## src/rtl/seg_scan_decoder.sv

```systemverilog
// Decodes a multiplexed 6-digit 7-segment scan into a BCD time value.
// Digits are debounced, range-checked and published only as complete frames.
module seg_scan_decoder #(
  parameter int STABLE  = 2,
  parameter int TIMEOUT = 64
) (
  input  logic        clk,
  input  logic        rst,
  input  logic [7:0]  seg_com,
  input  logic [7:0]  seg_data,
  output logic [23:0] time_bcd,
  output logic        frame_valid,
  output logic        seg_err,
  output logic        scan_lost
);

  localparam logic [3:0]  STABLE_C = 4'(STABLE);
  localparam logic [15:0] TMO_C    = 16'(TIMEOUT);

  logic [7:0]  com_q, data_q, com_p, data_p;
  logic [3:0]  stab_cnt, stab_nxt;
  logic        changed, hit;
  logic        idx_ok, pat_ok, range_ok;
  logic [2:0]  idx;
  logic [3:0]  digit;
  logic        acc_q, acc_good;
  logic [2:0]  acc_idx;
  logic [3:0]  acc_digit;
  logic [15:0] tmo_cnt, tmo_nxt;
  logic [5:0]  mask, mask_base, mask_nxt;
  logic [3:0]  shadow [6];

  always_comb begin
    idx_ok = 1'b1;
    idx    = 3'd0;
    case (com_q)
      8'h7F:   idx = 3'd0;
      8'hBF:   idx = 3'd1;
      8'hDF:   idx = 3'd2;
      8'hEF:   idx = 3'd3;
      8'hF7:   idx = 3'd4;
      8'hFB:   idx = 3'd5;
      default: idx_ok = 1'b0;
    endcase
  end

  // dp (bit 0) is don't-care
  always_comb begin
    pat_ok = 1'b1;
    digit  = 4'd0;
    case (data_q[7:1])
      7'h7E:   digit = 4'd0;
      7'h30:   digit = 4'd1;
      7'h6D:   digit = 4'd2;
      7'h79:   digit = 4'd3;
      7'h33:   digit = 4'd4;
      7'h5B:   digit = 4'd5;
      7'h5F:   digit = 4'd6;
      7'h72:   digit = 4'd7;
      7'h7F:   digit = 4'd8;
      7'h7B:   digit = 4'd9;
      default: pat_ok = 1'b0;
    endcase
  end

  always_comb begin
    range_ok = 1'b1;
    if ((idx == 3'd1 || idx == 3'd3) && digit > 4'd5) range_ok = 1'b0;
    if (idx == 3'd5 && digit > 4'd2)                   range_ok = 1'b0;
  end

  // Accept fires only on the transition into STABLE, so a held digit is taken once
  always_comb begin
    changed = {com_q, data_q} != {com_p, data_p};
    if (!idx_ok)                  stab_nxt = 4'd0;
    else if (changed)             stab_nxt = 4'd1;
    else if (stab_cnt >= STABLE_C) stab_nxt = STABLE_C;
    else                          stab_nxt = stab_cnt + 4'd1;
    hit = idx_ok && (stab_nxt == STABLE_C) && (changed || stab_cnt != STABLE_C);
  end

  always_comb begin
    tmo_nxt   = acc_q ? 16'd0 : ((tmo_cnt == TMO_C) ? TMO_C : tmo_cnt + 16'd1);
    mask_base = (mask == 6'h3F) ? 6'h00 : mask;
    if (acc_q)                 mask_nxt = acc_good ? (mask_base | (6'd1 << acc_idx)) : 6'h00;
    else if (tmo_nxt == TMO_C) mask_nxt = 6'h00;
    else                       mask_nxt = mask_base;
  end

  assign scan_lost = (tmo_cnt == TMO_C);

  always_ff @(posedge clk) begin
    if (rst) begin
      com_q       <= 8'hFF;
      data_q      <= 8'h00;
      com_p       <= 8'hFF;
      data_p      <= 8'h00;
      stab_cnt    <= 4'd0;
      acc_q       <= 1'b0;
      acc_good    <= 1'b0;
      acc_idx     <= 3'd0;
      acc_digit   <= 4'd0;
      tmo_cnt     <= 16'd0;
      mask        <= 6'h00;
      time_bcd    <= 24'h000000;
      frame_valid <= 1'b0;
      seg_err     <= 1'b0;
      for (int i = 0; i < 6; i++) shadow[i] <= 4'd0;
    end else begin
      com_q       <= seg_com;
      data_q      <= seg_data;
      com_p       <= com_q;
      data_p      <= data_q;
      stab_cnt    <= stab_nxt;
      // Latch the decode with the accept: the input register moves on next edge
      acc_q       <= hit;
      acc_good    <= pat_ok && range_ok;
      acc_idx     <= idx;
      acc_digit   <= digit;
      tmo_cnt     <= tmo_nxt;
      mask        <= mask_nxt;
      seg_err     <= acc_q && !acc_good;
      frame_valid <= (mask == 6'h3F);
      if (mask == 6'h3F)
        time_bcd <= {shadow[5], shadow[4], shadow[3], shadow[2], shadow[1], shadow[0]};
      if (acc_q && acc_good)
        shadow[acc_idx] <= acc_digit;
    end
  end

endmodule

```

## config.mk

```make
export PLATFORM = sky130hd
export DESIGN_NAME = seg_scan_decoder
export DESIGN_NICKNAME = d
export VERILOG_FILES = /design/src/rtl/seg_scan_decoder.sv
export SDC_FILE = /design/constraint.sdc
export NUM_CORES = 1
export LEC_CHECK = 0
export CORE_ASPECT_RATIO = 0.9
export CORE_MARGIN = 8
export CORE_UTILIZATION = 61
export CTS_CLUSTER_DIAMETER = 50
export DETAILED_ROUTE_END_ITERATION = 16
export PLACE_DENSITY_LB_ADDON = 0.3
export SLEW_MARGIN = 20
export SYNTH_ARGS = -nofsm -noshare
export SYNTH_HDL_FRONTEND = slang
export SYNTH_SLANG_ARGS = --single-unit
```

## constraint.sdc

```tcl
create_clock -name clk -period 6.7 [get_ports clk]
set_input_delay 2.01 -clock clk [delete_from_list [all_inputs] [get_ports clk]]
set_output_delay 2.01 -clock clk [all_outputs]
set_load 0.01 [all_outputs]
```

# Word-level counts from Yosys, hierarchy flattened

Memories as Yosys holds them, arrays and structs flattened. A register that Yosys moved wholly into a read port is not among the register bits.
Index checks and enable logic that the tools add are counted.
Widths: inputs -> output; s select.

Equality and inequality tests: 25
Reduce and logical (&&, ||, !) cells: 13
Bitwise operators: 1
Magnitude comparators: 3
Add/sub/neg operators: 2
Multiplexer cells: 23
Shift operators: 1

Operators with widths:

| operator              | number |
|---|---|
| $eq 7x7->1 const B    | 8 |
| $eq 8x8->1 const B    | 5 |
| $pmux 4 s9            | 1 |
| $eq 16x7->1 const B   | 2 |
| $mux 16               | 2 |
| $mux 6                | 4 |
| $add 16x1->16 const B | 1 |
| $mux 4                | 4 |
| $ne 16x16->1          | 1 |
| $pmux 3 s5            | 1 |
| $eq 7x6->1 const B    | 2 |
| $mux 1                | 10 |
| $reduce_or 10->1      | 1 |
| $eq 8x7->1 const B    | 1 |
| $logic_and 1x1->1     | 7 |
| $eq 6x6->1 const B    | 1 |
| $or 6x6->6            | 1 |
| $reduce_or 6->1       | 1 |
| $shl 1x3->6 const A   | 1 |
| $add 4x1->4 const B   | 1 |
| $eq 4x2->1 const B    | 1 |
| $ge 4x2->1 const B    | 1 |
| $gt 4x2->1 const B    | 1 |
| $gt 4x3->1 const B    | 1 |
| other kinds (8)       | 9 |

Word-level logic and storage cells: 82
Bits in writable memories: 24
Register bits after elaboration: 69
Output and inout port bits: 27
Memories kept: 1

Memories:

| memory | words | bits a word | read ports | clocked after memory_dff | wr ports | RTL line | text |
|---|---|---|---|---|---|---|---|
| shadow | 6     | 4           | 6          | 6                        | 6        | 31       | `logic [3:0] shadow [6];` |

# Longest topological paths before layout

Gate-level depths: netlist of run 1.

Word-level depth: 8
Depth in mapped cells: 8

# Least setup slack after synthesis of run 1

No wires, ideal clock.

Path type: input port to flip-flop
Start: in rst
End: mem shadow[0][0] (enable)
Data arrival time: 3.057 ns
Setup slack: 3.345 ns
Path buffers: 1
Library setup time: 0.298 ns
Stages on the path: 4
Cell sequence: clkbuf_1 -> or2_1 -> nor4_1 -> or2_2

RTL lines:

| what        | RTL line | text |
|---|---|---|
| from (decl) | 8        | `input logic rst,` |
| to (decl)   | 31       |  |

# Final worst setup path of run 1

Start: reg tmo_cnt[4]
End: out scan_lost

Longest elaborated chain between the ends: 1

RTL lines:

| what                   | RTL line | text |
|---|---|---|
| from (decl)            | 29       | `logic [15:0] tmo_cnt, tmo_nxt;` |
| from (signal assigned) | 120      | `tmo_cnt <= tmo_nxt;` |
| $eq 16x7->1            | 90       | `assign scan_lost = (tmo_cnt == TMO_C);` |
| to (decl)              | 14       | `output logic scan_lost` |

No other way between the ends.

==> results.cfg, run 1 <==
[status]
status = complete, no violations

[route]
via_count = 3539
vias_per_cell = 5.49
first_pass_iters = 4
wire_per_inst_um = 14.4
remaining_drc_errors = 0
dr.first_iter.drc_count = 189
postRouteAntennaNets = 0
drt_wl_total_um = 9320

[worst_setup_path]
r2r_end = mask[2]
crit_fanout = 11
cp_data_arrival_time_ns = 1.98
worstSetupStartpoint = tmo_cnt[4]
crit_path_cell_trace = nor3_1 > nand3_1 > nor2_1 > clkdlybuf4s50_1
critical_path_class = reg -> out
critPathMaxStageDelay_ns = 0.55
r2r-start = tmo_cnt[0]
r2r.worst_path.cells = 7
rrSetupSlack_ns = 3.97
crit_path_end_kind = output pin
worstSetupStartpointType = flop
cpMaxStageDelayCell = sky130_fd_sc_hd__clkdlybuf4s50_1
critPathRequiredTime_ns = 4.69

[sta]
hold-worst-slack_ns = 0.454
timing.final.hold_violations = 0
final.period_utilization_pct = 59.6
count_of_pins_over_their_slew_limit = 0
timing.max_slew.rel_slack_pct = 32.3
final-setup-viol-count = 0
worst-slew-pin-transition_ns = 1.01
max_freq_mhz = 251
final.setup.tns_ns = 0
finalWorstPathRequiredPeriod_ns = 3.99
postLayoutSetupSlackWorst_ns = 2.71
unrepaired_setup_endpoints_after_global_routing = false
post_route_clock_skew_ns = 0.00980

[grt]
globalRouteOverflowTotal = 0
grt_first_pass_wirelength_um = 16500
overall_global_routing_usage_pct = 18.9
antenna_found_initial = 0
grt_start_max_net_pins = 81
grt_pass1_vias = 3597

[flow_run]
max_cap_violations = 0

[synthesis]
netlist.area_leader.share_pct = 39.0
synthesis.area_um2 = 4780
synth-async-reset-ratio_pct = 0
synth_seq_cells = 117
synth.top_cells.by_area = sky130_fd_sc_hd__dfxtp_1, sky130_fd_sc_hd__edfxtp_1, sky130_fd_sc_hd__nand2_1, sky130_fd_sc_hd__xor2_1, sky130_fd_sc_hd__nor2_1
synth-edff-count = 24
number_of_distinct_standard_cells_referenced_by_the_synthesized_netlist = 53
synthFlopType = sky130_fd_sc_hd__dfxtp_1
netlist_instances = 505
syn_nets = 527
synth_top_cell_by_area = sky130_fd_sc_hd__dfxtp_1
synthesis.area_per_instance_um2 = 9.46
synth_seq_area_share_pct = 54.0
synth_warnings = 0

[finish]
drive_gt1_share_pct = 10.9
nFillCells = 515
num_antenna_cells = 0
syn2layout_area_growth_pct = 20.9
num-nets-final = 559
utilization_pct = 76.2

[clock_network]
clock_tree.root_cell = sky130_fd_sc_hd__clkbuf_8
worst_skew_pair.late_latency_ns = 0.51
ctsHoldBuffers = 0
cts.sinks = 117
worst_setup_hold_path_clk_slew_ns = 0.06
cts_htree_levels = 4
cts.repair.resized = 0
postCtsSetupBuffers = 0
cts.path.max_buffers = 2
tritoncts_clock_tree = built
inserted_clock_buffers = 17

[power]
leakage_nw = 2.09
power.density_cell_area_nw_per_um2 = 289
vdd.ir_drop.worst_uv = 216

[floorplan]
row_count = 30
die-width_um = 109
floorplan.initialDensity_pct = 63.0
core_region_area_um2 = 7580
die-area_um2 = 10900
dieHeight_um = 100
floorplan.io_pins = 45

[hold_path]
worstHoldEndpoint = time_bcd[22]
hp-start = time_bcd[22]
min-delay-path-class = reg -> reg
worst_hold_path.num_cells = 2

[place]
detailedPlace.worstSlack_ns = 2.79
hpwlAfterDp_um = 6170
place.gp.congestion = 0.816
placement.io_buffers = 44
==> worst max-delay path by stage <==
stage / endpoint / slack, ns / cells past startpoint
after global placement: shadow[0][0] / 2.87 / 5
after CTS: scan_lost / 2.72 / 4
final: scan_lost / 2.71 / 4
after global routing: scan_lost / 2.56 / 4
after detailed placement: shadow[0][0] / 2.79 / 5
after floorplan: shadow[0][0] / 3.35 / 4
==> registers in the layout, summed over array words and instances (netlist names) <==
name / count
acc_q: 1
tmo_cnt: 16
data_q: 8
stab_cnt: 4
shadow: 24
com_q: 8
acc_digit: 4
seg_err: 1
com_p: 8
mask: 6
acc_idx: 3
time_bcd: 24
data_p: 8
acc_good: 1
frame_valid: 1
==> cell families after synthesis <==
group | Yosys count | synth area share [%]
muxes | 2 | 0.419
AOI/OAI and AO/OA | 62 | 8.22
DFF | 117 | 54.0
xor gates and xnor gates | 36 | 6.60
other | 1 | 0.0785
adders and majority gates | 4 | 1.05
buffers and inverters | 43 | 3.98
and+or+nand+nor | 240 | 25.6
==> cell usage in the layout (no fill, tap or decap), types with 4 or more instances in the layout <==
cell type                         netlist  routed
sky130_fd_sc_hd__nand4_1               11      11
sky130_fd_sc_hd__nor3b_1                5       5
sky130_fd_sc_hd__a21oi_1               35      35
sky130_fd_sc_hd__xnor2_1               15      15
sky130_fd_sc_hd__inv_1                 10      10
sky130_fd_sc_hd__dfxtp_1               93      93
sky130_fd_sc_hd__clkbuf_16              0      18
sky130_fd_sc_hd__o21ai_0                4       4
sky130_fd_sc_hd__nand3_1               10      10
sky130_fd_sc_hd__xor2_1                21      21
sky130_fd_sc_hd__nor2_1                48      48
sky130_fd_sc_hd__or3_1                  4       4
sky130_fd_sc_hd__nand2_1               67      67
sky130_fd_sc_hd__edfxtp_1              24      24
sky130_fd_sc_hd__ha_1                   4       4
sky130_fd_sc_hd__nor3_1                18      17
sky130_fd_sc_hd__nor2b_1               16      16
sky130_fd_sc_hd__nor4_1                12      12
sky130_fd_sc_hd__or2_2                 20      20
sky130_fd_sc_hd__clkdlybuf4s50_1        0      43
sky130_fd_sc_hd__and2_1                13      13
==> area by class of cell <==
class / instances / area (um^2) / area share, %
inverters: 10 / 37.5 / 0.650
well taps: 96 / 120 / 2.08
flip-flops and latches: 117 / 2580 / 44.7
repair buffers: 46 / 450 / 7.80
clock inverters: 7 / 67.6 / 1.17
clock buffers: 24 / 503 / 8.71
multi-input cells: 345 / 2020 / 34.9
==> cells in the mapped netlist (2+ instances only) <==
master                       n
sky130_fd_sc_hd__a21o_1      2
sky130_fd_sc_hd__a21oi_1    35
sky130_fd_sc_hd__a2bb2oi_1   2
sky130_fd_sc_hd__a31oi_1     3
sky130_fd_sc_hd__and2_1     13
sky130_fd_sc_hd__and3_1      2
sky130_fd_sc_hd__and4_1      2
sky130_fd_sc_hd__buf_6       3
sky130_fd_sc_hd__clkbuf_1   27
sky130_fd_sc_hd__dfxtp_1    93
sky130_fd_sc_hd__edfxtp_1   24
sky130_fd_sc_hd__ha_1        4
sky130_fd_sc_hd__inv_1      10
sky130_fd_sc_hd__mux2i_1     2
sky130_fd_sc_hd__nand2_1    67
sky130_fd_sc_hd__nand3_1    10
sky130_fd_sc_hd__nand3b_1    3
sky130_fd_sc_hd__nand4_1    11
sky130_fd_sc_hd__nor2_1     48
sky130_fd_sc_hd__nor2b_1    16
sky130_fd_sc_hd__nor3_1     18
sky130_fd_sc_hd__nor3b_1     5
sky130_fd_sc_hd__nor4_1     12
sky130_fd_sc_hd__o21a_1      3
sky130_fd_sc_hd__o21ai_0     4
sky130_fd_sc_hd__o21bai_1    2
sky130_fd_sc_hd__o22ai_1     2
sky130_fd_sc_hd__or2_2      20
sky130_fd_sc_hd__or3_1       4
sky130_fd_sc_hd__xnor2_1    15
sky130_fd_sc_hd__xor2_1     21
==> power breakdown <==
group,switching (mW),internal [mW],total [mW],leakage [nW]
Sequential,0.0185,0.736,0.755,1.00
Clock,0.298,0.552,0.850,0.282
Combinational,0.0306,0.0316,0.0622,0.809
Total,0.347,1.32,1.67,2.09
==> per-layer routing <==
metal	GRT usage, %	up-vias	wire, um
met5	0	-	0
met4	7.05	0	78
met3	7.24	11	559
met2	32.3	121	4700
met1	20.7	1638	3980
li1	-	1769	-
==> through the flow <==
stage          power (mW)  instance area [um^2]  cells
2_1_floorplan       0.811                  4780    505
3_3_place_gp        0.827                  5200    614
3_5_place_dp        0.830                  5200    614
4_1_cts              1.68                  5770    645
5_1_grt              1.72                  5780    645
6_report             1.67                  5780    645
==> worst max-delay path: cells and delay by family (launching register included) <==
family	cells	cell delay [ns]
flops	1	0.46
simple gates	3	0.46
buf+inv	1	0.55
Power figures use the tool's default switching activity.
==> inputs of run 2 (changes only) <==
--- a/config.mk
+++ b/config.mk
@@ -7,7 +7,7 @@
 export LEC_CHECK = 0
 export CORE_ASPECT_RATIO = 0.9
 export CORE_MARGIN = 8
-export CORE_UTILIZATION = 61
+export CORE_UTILIZATION = 51
 export CTS_CLUSTER_DIAMETER = 50
 export DETAILED_ROUTE_END_ITERATION = 16
 export PLACE_DENSITY_LB_ADDON = 0.3
==> constraint.sdc (replaced) <==
create_clock -name clk -period 3.61 [get_ports clk]
set_input_delay 1.083 -clock clk [delete_from_list [all_inputs] [get_ports clk]]
set_output_delay 1.083 -clock clk [all_outputs]
set_load 0.01 [all_outputs]
==> run 2 against run 1 <==
Sequential share of layout area is 0.60 points lower. Sequential cell count is the same. First-iteration DRC count shrank 27%. Setup slack got worse by 2.2 ns. Non-clock buffer count is 1 higher. Sequential power increased by 85%. Die area up 16%. Power is 94% higher. Worst hold slack worse by 0.00085 ns. Clock power is 100% higher. Clock-buffer cell count shrank 3. Core utilization down 12 points. Critical path type unchanged. Largest cell class unchanged. Largest power group unchanged.
==> results.cfg, run 2 (same netlist as run 1, synthesis figures left out) <==
[finish]
final_cell_mix = sky130_fd_sc_hd__dfxtp_1, sky130_fd_sc_hd__nand2_1, sky130_fd_sc_hd__nor2_1, sky130_fd_sc_hd__clkdlybuf4s50_1, sky130_fd_sc_hd__a21oi_1
largestRegisters = shadow x24, time_bcd x24, tmo_cnt x16
num_antenna_cells = 0
drive_gt1_share_pct = 10.9
syn2layout_area_growth_pct = 22.5
mostFrequentLayoutCell = sky130_fd_sc_hd__dfxtp_1
num-nets-final = 560
final_cell_area_um2 = 5860
nFillCells = 756
post_layout_nonfiller_instances = 673

[sta]
post_route_clock_skew_ns = 0.00739
count_of_pins_over_their_slew_limit = 0
timing.final.hold_violations = 0
final.period_utilization_pct = 85.7
final.setup.tns_ns = 0
worst-slew-pin-transition_ns = 0.950
unrepaired_setup_endpoints_after_global_routing = false
final-setup-viol-count = 0
timing.max_slew.rel_slack_pct = 36.7
max_freq_mhz = 323
hold-worst-slack_ns = 0.453
finalWorstPathRequiredPeriod_ns = 3.10

[power]
vdd.ir_drop.worst_uv = 355
clkPwrFrac_pct = 53.1
intPower_mw = 2.59
seqPwrFrac_pct = 43.4
leakage_nw = 2.12
power.combinational.fraction_pct = 3.6
sw_frac_of_total_pct = 19.6
p_total_mw = 3.23
power.density_cell_area_nw_per_um2 = 551
p_switching_mw = 0.633

[worst_setup_path]
cp_data_arrival_time_ns = 2.01
crit_fanout = 11
critPathRequiredTime_ns = 2.53
r2r-start = tmo_cnt[0]
worstSetupStartpoint = tmo_cnt[4]
critical_path_class = reg -> out
worstSetupStartpointType = flop
crit_path_end_kind = output pin

[route]
remaining_drc_errors = 0
dr.first_iter.drc_count = 138
vias_per_cell = 5.15
drt_wl_total_um = 8930
wire_per_inst_um = 13.3
via_count = 3463
first_pass_iters = 4
postRouteAntennaNets = 0

[clock_network]
clock_tree.root_cell = sky130_fd_sc_hd__clkbuf_8
postCtsSetupBuffers = 0
worst_setup_hold_path_clk_slew_ns = 0.05
cts.repair.resized = 0
cts.sinks = 117
cts.path.max_buffers = 2
tritoncts_clock_tree = built
inserted_clock_buffers = 17
worst_skew_pair.late_latency_ns = 0.50
cts_htree_levels = 4
ctsHoldBuffers = 0

[grt]
overall_global_routing_usage_pct = 15.0
antenna_found_initial = 0
grt_first_pass_wirelength_um = 15600
grt_pass1_vias = 3515
globalRouteOverflowTotal = 0
grt_start_max_net_pins = 81

[floorplan]
floorplan.initialDensity_pct = 52.4
row_count = 33
die-area_um2 = 12700
floorplan.io_pins = 45
die-width_um = 118
dieHeight_um = 108
core_region_area_um2 = 9130

[hold_path]
min-delay-path-class = reg -> reg
hp-start = time_bcd[20]

[place]
hpwlAfterDp_um = 6110
placement.io_buffers = 44
place.gp.congestion = 0.912
dp_cells = 641
placement.cell_area_um2 = 5240

[flow_run]
max_cap_violations = 0

[status]
status = complete, no violations
run 2: worst max-delay path, cell delays in order (launching register included):
cell	delay, ns
sky130_fd_sc_hd__dfxtp_1	0.46
sky130_fd_sc_hd__nor3_1	0.22
sky130_fd_sc_hd__nand3_1	0.15
sky130_fd_sc_hd__nor2_1	0.14
sky130_fd_sc_hd__clkdlybuf4s50_1	0.55
run 2: power groups by stage:
stage          sequential [mW]  clock, mW  combinational, mW
3_5_place_dp              1.43          0              0.115
6_report                  1.40       1.71              0.115
5_1_grt                   1.40       1.80              0.130
2_1_floorplan             1.41          0             0.0985
3_3_place_gp              1.42          0              0.112
4_1_cts                   1.40       1.73              0.116
run 2: final cells by class:
cell class                 count  area (um^2)  share of cell area, %
tap                          122          153                   2.61
clock buffer                  21          460                   7.86
clock inverter                11          153                   2.61
timing repair buffer          47          458                   7.82
multi-input combinational    345         2010                   34.4
sequential                   117         2580                   44.1
inverter                      10         37.5                  0.641
run 2: final timing paths:
check,to,slack [ns],depth (start not counted)
min,time_bcd[20],0.45,2
max reg2reg,mask[0],0.99,7
max,scan_lost,0.51,4
min reg2reg,time_bcd[20],0.45,2
run 2: per-stage QoR:
step	setup slack, ns	util [%]
after detailed placement	0.973	57.5
after global routing	0.395	64.2
after CTS	0.506	64.2
after global placement	1.06	57.5
final	0.515	64.2
after floorplan	1.18	-
run 2: metal layers:
layer / vias up / share of wire (%) / track usage (%)
li1: 1771 / - / -
met1: 1607 / 44 / 16.1
met2: 77 / 50 / 26.5
met3: 8 / 5.4 / 5.03
met4: 0 / 0.62 / 7.12
met5: - / 0 / 0
==> inputs of run 3 (changes only) <==
--- a/config.mk
+++ b/config.mk
@@ -15,3 +15,4 @@
 export SYNTH_ARGS = -nofsm -noshare
 export SYNTH_HDL_FRONTEND = slang
 export SYNTH_SLANG_ARGS = --single-unit
+export TNS_END_PERCENT = 1
==> results of run 3 <==
The final DEF is identical to that of run 2; final timing and power are the same.
